$ cat src/rtl/mem_bus_responder_pkg.sv
// Shared definitions for the memory-side bus responder.
//   state_e          : FSM state encoding (IDLE..DONE), also used by the debug port
//   IO_PAGE_DEFAULT  : addr[15:8] value that selects the game I/O page
//   ERR_RDATA        : read data returned on an aborted (timed-out) I/O access
package mem_bus_responder_pkg;

  typedef enum logic [2:0] {
    ST_IDLE     = 3'd0,
    ST_RAM_ACC  = 3'd1,
    ST_RAM_WAIT = 3'd2,
    ST_IO_WAIT  = 3'd3,
    ST_DONE     = 3'd4
  } state_e;

  localparam logic [7:0]  IO_PAGE_DEFAULT = 8'hFF;
  localparam logic [15:0] ERR_RDATA       = 16'h0000;

endpackage

$ cat src/rtl/mem_bus_responder_if.sv
// Request/response bus between the multicycle control FSM and the memory
// responder.
//   memread/memwrite : request strobes (master -> slave)
//   addr/wdata       : request address and write data (master -> slave)
//   rdata            : read data, valid with ready, held until the next read
//   ready            : one-cycle completion pulse (slave -> master)
//   bus_err          : one-cycle abort flag, only ever high together with ready
//
// Handshake: the master raises exactly one strobe and keeps addr/wdata stable
// until the slave accepts it; the slave accepts only when idle and answers
// each accepted request with exactly one ready pulse. The master must not
// issue a new strobe until it has seen ready.
interface mem_bus_responder_if #(
  parameter int DATA_W = 16,
  parameter int ADDR_W = 16
) ();

  logic              memread;
  logic              memwrite;
  logic [ADDR_W-1:0] addr;
  logic [DATA_W-1:0] wdata;
  logic [DATA_W-1:0] rdata;
  logic              ready;
  logic              bus_err;

  modport master (
    output memread, memwrite, addr, wdata,
    input  rdata, ready, bus_err
  );

  modport slave (
    input  memread, memwrite, addr, wdata,
    output rdata, ready, bus_err
  );

endinterface

$ cat src/rtl/mem_wait_counter.sv
// Wait-cycle counter shared by the RAM read-latency wait and the I/O ack
// timeout (the two waits are never active together).
//   clk, reset : clock and synchronous active-high reset
//   clr_i      : force the count to zero (held while not waiting)
//   en_i       : advance the count by one
//   last_i     : terminal count value for the current wait
//   tc_o       : count has reached last_i
// The count saturates at last_i so it can never wrap.
module mem_wait_counter #(
  parameter int CNT_W = 4
) (
  input  logic             clk,
  input  logic             reset,
  input  logic             clr_i,
  input  logic             en_i,
  input  logic [CNT_W-1:0] last_i,
  output logic             tc_o
);

  logic [CNT_W-1:0] cnt_q;
  logic [CNT_W-1:0] cnt_d;

  assign tc_o = (cnt_q == last_i);

  always_comb begin
    cnt_d = cnt_q;
    if (clr_i) begin
      cnt_d = '0;
    end else if (en_i && !tc_o) begin
      cnt_d = cnt_q + 1'b1;
    end
  end

  always_ff @(posedge clk) begin
    if (reset) begin
      cnt_q <= '0;
    end else begin
      cnt_q <= cnt_d;
    end
  end

endmodule

$ cat src/rtl/mem_bus_responder.sv
// Memory-side responder for the control FSM's memread/memwrite strobes.
// One access is accepted per request while idle; addr[15:8]==IO_PAGE routes
// it to the game I/O peripherals, anything else to the synchronous block RAM.
//   clk, reset     : clock, synchronous active-high reset
//   bus            : request/response bus (slave side)
//   ram_*          : block RAM port; ram_rdata valid RAM_LAT cycles after ram_en
//   io_*           : I/O peripheral port; io_req held until io_ack or timeout
//   dbg_state_o    : current FSM state
module mem_bus_responder
  import mem_bus_responder_pkg::*;
#(
  parameter int         DATA_W     = 16,
  parameter int         ADDR_W     = 16,
  parameter logic [7:0] IO_PAGE    = IO_PAGE_DEFAULT,
  parameter int         RAM_LAT    = 1,
  parameter int         IO_TIMEOUT = 15
) (
  input  logic              clk,
  input  logic              reset,
  mem_bus_responder_if.slave bus,
  output logic              ram_en,
  output logic              ram_we,
  output logic [ADDR_W-1:0] ram_addr,
  output logic [DATA_W-1:0] ram_wdata,
  input  logic [DATA_W-1:0] ram_rdata,
  output logic              io_req,
  output logic              io_we,
  output logic [7:0]        io_addr,
  output logic [DATA_W-1:0] io_wdata,
  input  logic [DATA_W-1:0] io_rdata,
  input  logic              io_ack,
  output state_e            dbg_state_o
);

  localparam int MAX_WAIT = (RAM_LAT > IO_TIMEOUT) ? RAM_LAT : IO_TIMEOUT;
  localparam int CNT_W    = $clog2(MAX_WAIT + 1);

  // Terminal counts: the counter reads 0 in the first wait cycle.
  localparam logic [CNT_W-1:0] RAM_LAST = CNT_W'(RAM_LAT - 1);
  localparam logic [CNT_W-1:0] IO_LAST  = CNT_W'(IO_TIMEOUT - 1);

  state_e            state_q, state_d;
  logic              dir_q, dir_d;        // 1 = write
  logic [ADDR_W-1:0] addr_q, addr_d;
  logic [DATA_W-1:0] wdata_q, wdata_d;
  logic              err_q, err_d;
  logic [DATA_W-1:0] rdata_q, rdata_d;

  logic              cnt_clr;
  logic              cnt_en;
  logic [CNT_W-1:0]  cnt_last;
  logic              cnt_tc;

  mem_wait_counter #(
    .CNT_W (CNT_W)
  ) u_wait_cnt (
    .clk    (clk),
    .reset  (reset),
    .clr_i  (cnt_clr),
    .en_i   (cnt_en),
    .last_i (cnt_last),
    .tc_o   (cnt_tc)
  );

  always_comb begin
    state_d   = state_q;
    dir_d     = dir_q;
    addr_d    = addr_q;
    wdata_d   = wdata_q;
    err_d     = err_q;
    rdata_d   = rdata_q;
    ram_en    = 1'b0;
    ram_we    = 1'b0;
    ram_addr  = '0;
    ram_wdata = '0;
    io_req    = 1'b0;
    io_we     = 1'b0;
    io_addr   = '0;
    io_wdata  = '0;
    // The counter sits cleared outside the wait states, so every entry
    // into RAM_WAIT/IO_WAIT starts from zero.
    cnt_clr   = 1'b1;
    cnt_en    = 1'b0;
    cnt_last  = IO_LAST;

    unique case (state_q)
      ST_IDLE: begin
        err_d = 1'b0;
        if (bus.memread && bus.memwrite) begin
          // Conflicting strobes: answer with an error, touch nothing.
          err_d   = 1'b1;
          state_d = ST_DONE;
        end else if (bus.memread || bus.memwrite) begin
          dir_d   = bus.memwrite;
          addr_d  = bus.addr;
          wdata_d = bus.wdata;
          state_d = (bus.addr[15:8] == IO_PAGE) ? ST_IO_WAIT : ST_RAM_ACC;
        end
      end

      ST_RAM_ACC: begin
        ram_en    = 1'b1;
        ram_we    = dir_q;
        ram_addr  = addr_q;
        ram_wdata = wdata_q;
        state_d   = dir_q ? ST_DONE : ST_RAM_WAIT;
      end

      ST_RAM_WAIT: begin
        cnt_clr  = 1'b0;
        cnt_en   = 1'b1;
        cnt_last = RAM_LAST;
        if (cnt_tc) begin
          rdata_d = ram_rdata;
          state_d = ST_DONE;
        end
      end

      ST_IO_WAIT: begin
        cnt_clr  = 1'b0;
        cnt_en   = 1'b1;
        io_req   = 1'b1;
        io_we    = dir_q;
        io_addr  = addr_q[7:0];
        io_wdata = wdata_q;
        // An ack on the same edge as the timeout still wins.
        if (io_ack) begin
          if (!dir_q) begin
            rdata_d = io_rdata;
          end
          state_d = ST_DONE;
        end else if (cnt_tc) begin
          err_d   = 1'b1;
          rdata_d = DATA_W'(ERR_RDATA);
          state_d = ST_DONE;
        end
      end

      ST_DONE: begin
        state_d = ST_IDLE;
      end

      default: begin
        state_d = ST_IDLE;
      end
    endcase
  end

  always_ff @(posedge clk) begin
    if (reset) begin
      state_q <= ST_IDLE;
      dir_q   <= 1'b0;
      addr_q  <= '0;
      wdata_q <= '0;
      err_q   <= 1'b0;
      rdata_q <= '0;
    end else begin
      state_q <= state_d;
      dir_q   <= dir_d;
      addr_q  <= addr_d;
      wdata_q <= wdata_d;
      err_q   <= err_d;
      rdata_q <= rdata_d;
    end
  end

  assign bus.rdata   = rdata_q;
  assign bus.ready   = (state_q == ST_DONE);
  assign bus.bus_err = (state_q == ST_DONE) && err_q;
  assign dbg_state_o = state_q;

endmodule

$ cat src/flat_wrapper.sv
// flat-port wrapper written by rule: the top's interface ports become plain ports
module mem_bus_responder_flat import mem_bus_responder_pkg::*;
#(
  parameter int         DATA_W     = 16,
  parameter int         ADDR_W     = 16,
  parameter logic [7:0] IO_PAGE    = IO_PAGE_DEFAULT,
  parameter int         RAM_LAT    = 1,
  parameter int         IO_TIMEOUT = 15
)
  (clk, reset, ram_en, ram_we, ram_addr, ram_wdata, ram_rdata, io_req, io_we, io_addr, io_wdata, io_rdata, io_ack, dbg_state_o, bus_memread, bus_memwrite, bus_addr, bus_wdata, bus_rdata, bus_ready, bus_bus_err);
  mem_bus_responder_if #(.DATA_W(DATA_W), .ADDR_W(ADDR_W)) bus_i ();
  input  logic clk;
  input  logic reset;
  output logic ram_en;
  output logic ram_we;
  output logic [ADDR_W-1:0] ram_addr;
  output logic [DATA_W-1:0] ram_wdata;
  input  logic [DATA_W-1:0] ram_rdata;
  output logic io_req;
  output logic io_we;
  output logic [7:0] io_addr;
  output logic [DATA_W-1:0] io_wdata;
  input  logic [DATA_W-1:0] io_rdata;
  input  logic io_ack;
  output state_e dbg_state_o;
  input wire logic [$bits(bus_i.memread)-1:0] bus_memread;
  input wire logic [$bits(bus_i.memwrite)-1:0] bus_memwrite;
  input wire logic [$bits(bus_i.addr)-1:0] bus_addr;
  input wire logic [$bits(bus_i.wdata)-1:0] bus_wdata;
  output wire logic [$bits(bus_i.rdata)-1:0] bus_rdata;
  output wire logic [$bits(bus_i.ready)-1:0] bus_ready;
  output wire logic [$bits(bus_i.bus_err)-1:0] bus_bus_err;
  assign bus_i.memread = bus_memread;
  assign bus_i.memwrite = bus_memwrite;
  assign bus_i.addr = bus_addr;
  assign bus_i.wdata = bus_wdata;
  assign bus_rdata = bus_i.rdata;
  assign bus_ready = bus_i.ready;
  assign bus_bus_err = bus_i.bus_err;
  mem_bus_responder #(.DATA_W(DATA_W), .ADDR_W(ADDR_W), .IO_PAGE(IO_PAGE), .RAM_LAT(RAM_LAT), .IO_TIMEOUT(IO_TIMEOUT)) u_core (.clk(clk), .reset(reset), .bus(bus_i), .ram_en(ram_en), .ram_we(ram_we), .ram_addr(ram_addr), .ram_wdata(ram_wdata), .ram_rdata(ram_rdata), .io_req(io_req), .io_we(io_we), .io_addr(io_addr), .io_wdata(io_wdata), .io_rdata(io_rdata), .io_ack(io_ack), .dbg_state_o(dbg_state_o));
endmodule
$ cat config.mk
export PLATFORM = sky130hd
export DESIGN_NAME = mem_bus_responder_flat
export DESIGN_NICKNAME = d
export VERILOG_FILES = /design/src/rtl/mem_bus_responder_pkg.sv /design/src/rtl/mem_bus_responder_if.sv /design/src/rtl/mem_wait_counter.sv /design/src/rtl/mem_bus_responder.sv /design/src/flat_wrapper.sv
export SDC_FILE = /design/constraint.sdc
export NUM_CORES = 1
export LEC_CHECK = 0
export CAP_MARGIN = 20
export CELL_PAD_IN_SITES_DETAIL_PLACEMENT = 0
export CELL_PAD_IN_SITES_GLOBAL_PLACEMENT = 1
export CORE_AREA = 2 2 108 110
export DETAILED_ROUTE_END_ITERATION = 8
export DIE_AREA = 0 0 110 112
export PLACE_DENSITY_LB_ADDON = 0.1
export SLEW_MARGIN = 40
export SYNTH_ARGS = -nofsm -noshare
export SYNTH_HDL_FRONTEND = slang
export SYNTH_SLANG_ARGS = --single-unit
$ cat constraint.sdc
create_clock -name clk -period 2 [get_ports clk]
set_input_delay 0.3 -clock clk [delete_from_list [all_inputs] [get_ports clk]]
set_output_delay 0.3 -clock clk [all_outputs]
set_load 0.05 [all_outputs]
# After elaboration in Yosys (flattened, before gate mapping)
# Index checks and enable logic that the tools add are counted.
# totals
register_bits	57
inputBits	69
out_inout_bits	81
elab_cells	61
# classes
add_sub_neg	1
n_eq_ne	12
n_mux	26
bitwise_logic	2
n_reduce_logical	13
# ops
operator	count
2-to-1 mux 16 bit	7
one-hot mux 16 bit (2 select lines)	1
2-to-1 mux 3 bit	5
one-hot mux 3 bit (4 select lines)	1
== test 8 bit, second input constant	1
2-to-1 mux 1 bit	8
2-to-1 mux 8 bit	1
== test 3 x 2 -> 1 bit, second input constant	2
!= test 2 bit, second input constant	3
!= test 3 bit, second input constant	2
AND reduction 3 bit	2
adder 4 x 1 -> 4 bit, second input constant	1
== test 4 bit	1
2-to-1 mux 4 bit	1
AND reduction 4 bit	1
nonzero test 2 bit	2
OR reduction 2 bit	2
== test 3 x 1 -> 1 bit, second input constant	1
== test 3 bit, second input constant	1
logical AND 1 bit	3
logical NOT 3 bit	1
!= test 3 x 1 -> 1 bit, second input constant	1
2-to-1 mux 2 bit	1
NOT 1 bit	2
3 further kinds	3

# Logic depth before layout (Yosys ltp)
# depth
depth_word	6
depth_mapped	7
depth_no_buf	4

# Hierarchy
# From an unflattened synthesis, not the netlist that was laid out.
# hier_totals
cells_unflattened	369
area_unflattened_um2	2927.8
# by_module_without_submodules
mod	instances	cells_per_inst	area_each_um2	seq_area_each_um2
mem_bus_responder	1	343	2681.3	1061.0
mem_wait_counter	1	26	246.5	80.1

# Least setup slack after synthesis
# No wires, ideal clock.
# synth_path
path_kind	reg2out
from	register u_core.state_q[0], in the netlist u_core.dbg_state_o[0]
to	output port ram_wdata[10]
arrival_time_ns	2.484
t_required_ns	1.700
setup_slack_ns	-0.784
stages_incl_launch_ff	5
n_path_buf	2
path_cell_list	dfxtp_1 -> buf_2 -> nor3b_1 -> clkbuf_1 -> and2_1
# synth_between
elab_chain_len	2
# synth_lines
element	line	rtl
from (decl)	mem_bus_responder.sv:42	state_e state_q, state_d;
from (signal assigned)	mem_bus_responder.sv:158	state_q <= state_d;
== test 3 x 1 -> 1 bit	mem_bus_responder.sv:86	unique case (state_q)
2-to-1 mux 16 bit	mem_bus_responder.sv:86	
to (decl)	flat_wrapper.sv:17	output logic [DATA_W-1:0] ram_wdata;
# No other way between the ends.

# Worst setup path after layout
# layout_path
from	register u_core.state_q[2], in the netlist u_core.dbg_state_o[2]
to	output port io_wdata[13]
# layout_between
elab_chain_len	2
# layout_lines
element	line	rtl
== test 3 x 2 -> 1 bit	mem_bus_responder.sv:86	
2-to-1 mux 16 bit	mem_bus_responder.sv:86	
to (decl)	flat_wrapper.sv:22	output logic [DATA_W-1:0] io_wdata;
# No other way between the ends.

==> reports/metrics.cfg <==
[status]
outcome=finished clean

[detailed_routing]
drtIter0Drc=155
drtAntennaViolNets=0
drc=0
wire_per_inst_um=14.5
wl_um=9830
first_pass_iters=6
vias=3114
viasPerCell=4.58

[global_route]
grt_start_max_net_pins=36
grt_use_total_pct=16.2
grt_pass1_wl_um=15600
grt_pass1_vias=3072
antenna_found_initial=0
overflow=0

[clock_tree]
cts_buffer_depth=2
cts_buffers=9
numClockSinks=57
clk_pin_slew_worst_paths_ns=0.05
htree_levels=3
clk_latency_ns=0.32
tritoncts=done
cts-root-buf=clkbuf_16
postCtsSetupRepairBufs=0

[final_layout]
stdcell_area_sq_um=5520
area.growth.synth_to_final_pct=87.7
final_cell_mix=clkdlybuf4s50_1 (84), nand2_1 (73), buf_12 (64), a21oi_1 (56), dfxtp_1 (55)
n_antenna_cell=0
stdcell_count=680
layout.cells.most_common=clkdlybuf4s50_1
finalCoreUtilization_pct=49.4
layout.nets=602
fill_cells=1067
multi_input_area_sq_um=1600
drive_above_1_share_pct=22.5
seq_area_sq_um=1150

[sta]
setup_viol=0
drv_slew=0
final-hold-violation-count=0
slew_headroom_pct=64.0
timing.final.crit_share_pct=94.5
min_period_ns=1.89
max_freq_ghz=0.529
finalSetupTns_ns=0
skew_ns=0.00769
rsz0062_at_grt=false
worstMarginPinSlew_ns=0.539
fin_ws_ns=0.109
hold_slack_ns=0.317

[power]
p_comb_share_pct=27.3
p_sw_share_pct=31.0
peakVddDrop_v=0.000361
p_int_mw=2.72
seq_power_share_pct=33.8
p_sw_mw=1.22
power_density_nw_per_um2=713
p_leak_nw=2.37
clock_power_share_pct=38.9
power_mw=3.94

[logic_synthesis]
synth.area.top_cells=dfxtp_1 (39%), and2_1 (13%), a21oi_1 (9.5%)
synthCells=393
yosys.area.top_type_share_pct=38.8
ys.flop_type=dfxtp_1
syn_nets=463
ys_ff_latch=57
yosysWarnings=0
synth_area_per_cell_sq_um=7.48
syn_area_sq_um=2940
synthArstFlopShare_pct=0
synth_edf_count=0
synth_cell_types=38
synth_seq_area_share_pct=38.8
synth_top_cell_by_area=dfxtp_1

[floorplan]
chipHeight_um=112
die_area_sq_um=12300
start_util_pct=26.3
die_x_um=110
core-area_sq_um=11200
row_count=39
ios=150

[placement]
port_buffers=149
place_ws_ns=0.187
dp.cells=664
hpwlAfterDp_um=7030
gp_congestion=0.765
dpl_cell_area_sq_um=5210

[setup_path]
worst-path-buf-inv=2
cp-end-kind=output pin
slowest_delay_ns=0.46
worstSetupPathType=reg2out
worstPathRequired_ns=1.70
cp_cell_sequence=and3b_1, buf_8, and2_2, buf_12
cp_max_fo=23
critPathSlowestCell=dfxtp_1
critPathLaunchType=flip-flop
crit_family=simple AND/OR/NAND/NOR gates
worstPathArrival_ns=1.59

[min_path]
min_path_type=in2reg

[flow_run]
cap_violations=0

## tightest hold or removal path, stage by stage
cell    delay, ns
buf_2        0.09
or3b_2       0.14
nor2_1       0.05
## power by group through the flow
stage          Combinational (mW)  Clock [mW]  Sequential [mW]
3_3_place_gp                 1.07           0             1.35
2_1_floorplan               0.497           0             1.44
4_1_cts                      1.09        1.57             1.33
3_5_place_dp                 1.08           0             1.36
6_report                     1.07        1.53             1.33
5_1_grt                      1.16        1.63             1.35
## cell type report
type | count | share of cell area [%]
Timing Repair Buffer | 161 | 40.3
Multi-Input combinational cell | 285 | 29.0
Sequential cell | 57 | 20.8
Clock buffer | 11 | 4.40
Tap cell | 143 | 3.24
Inverter | 18 | 1.22
Clock inverter | 5 | 0.997
## sequential cells by signal, indices dropped and copies added, names as in the netlist
name                     flops
u_core.err_q                 1
u_core.addr_q               16
u_core.wdata_q              16
u_core.dir_q                 1
u_core.u_wait_cnt.cnt_q      4
u_core.bus.rdata            16
u_core.dbg_state_o           3
## cell families (layout without fill, tap and decap cells)
logic type,Yosys count,in the layout,share of synthesized area (%)
AO/OA/AOI/OAI,98,98,20.5
XOR/XNOR,2,2,0.596
adder cells (fa/ha/maj),1,1,0.425
buffers and inverters,51,195,7.83
flip-flops,57,57,38.8
multiplexers,1,1,0.383
AND/OR/NAND/NOR,183,183,31.4
## routing by layer
layer | up-vias | part of all wire [%] | track usage (%)
met3 | 4 | 7.3 | 5.80
met4 | 0 | 0.72 | 3.97
li1 | 1573 | - | -
met5 | - | 0 | 0
met2 | 85 | 50 | 26.7
met1 | 1452 | 42 | 19.9
## synthesized netlist by cell type, types with 2 or more instances
library cell / instances
nand4_1: 3
nand3_1: 2
o21ai_0: 15
a31oi_1: 3
and2_1: 60
clkbuf_1: 19
inv_1: 18
dfxtp_1: 57
o211a_1: 16
nor4_1: 4
nor3_2: 2
xor2_1: 2
nor2_1: 26
buf_6: 3
nor3b_1: 2
o21ai_1: 4
nand2_1: 73
a21oi_1: 56
buf_2: 9
## worst paths after layout
kind	slack (ns)	to	depth (start not counted)	start
worst min register to register	0.45	u_core.addr_q[10]	2	u_core.addr_q[10]
worst max-delay path	0.11	io_wdata[13]	4	u_core.dbg_state_o[2]
worst min-delay path	0.32	u_core.u_wait_cnt.cnt_q[3]	3	reset
worst max register to register	0.26	u_core.bus.rdata[11]	4	u_core.dbg_state_o[1]
## repair_timing
action / 4_1_cts / 5_1_grt
resized for setup: 1 / 3
hold buffers: 0 / 0
hold endpoints to repair: 0 / 0
cloned: 0 / 0
endpoints found under the setup margin: 20 / 59
(Power assumes the default switching activity.)
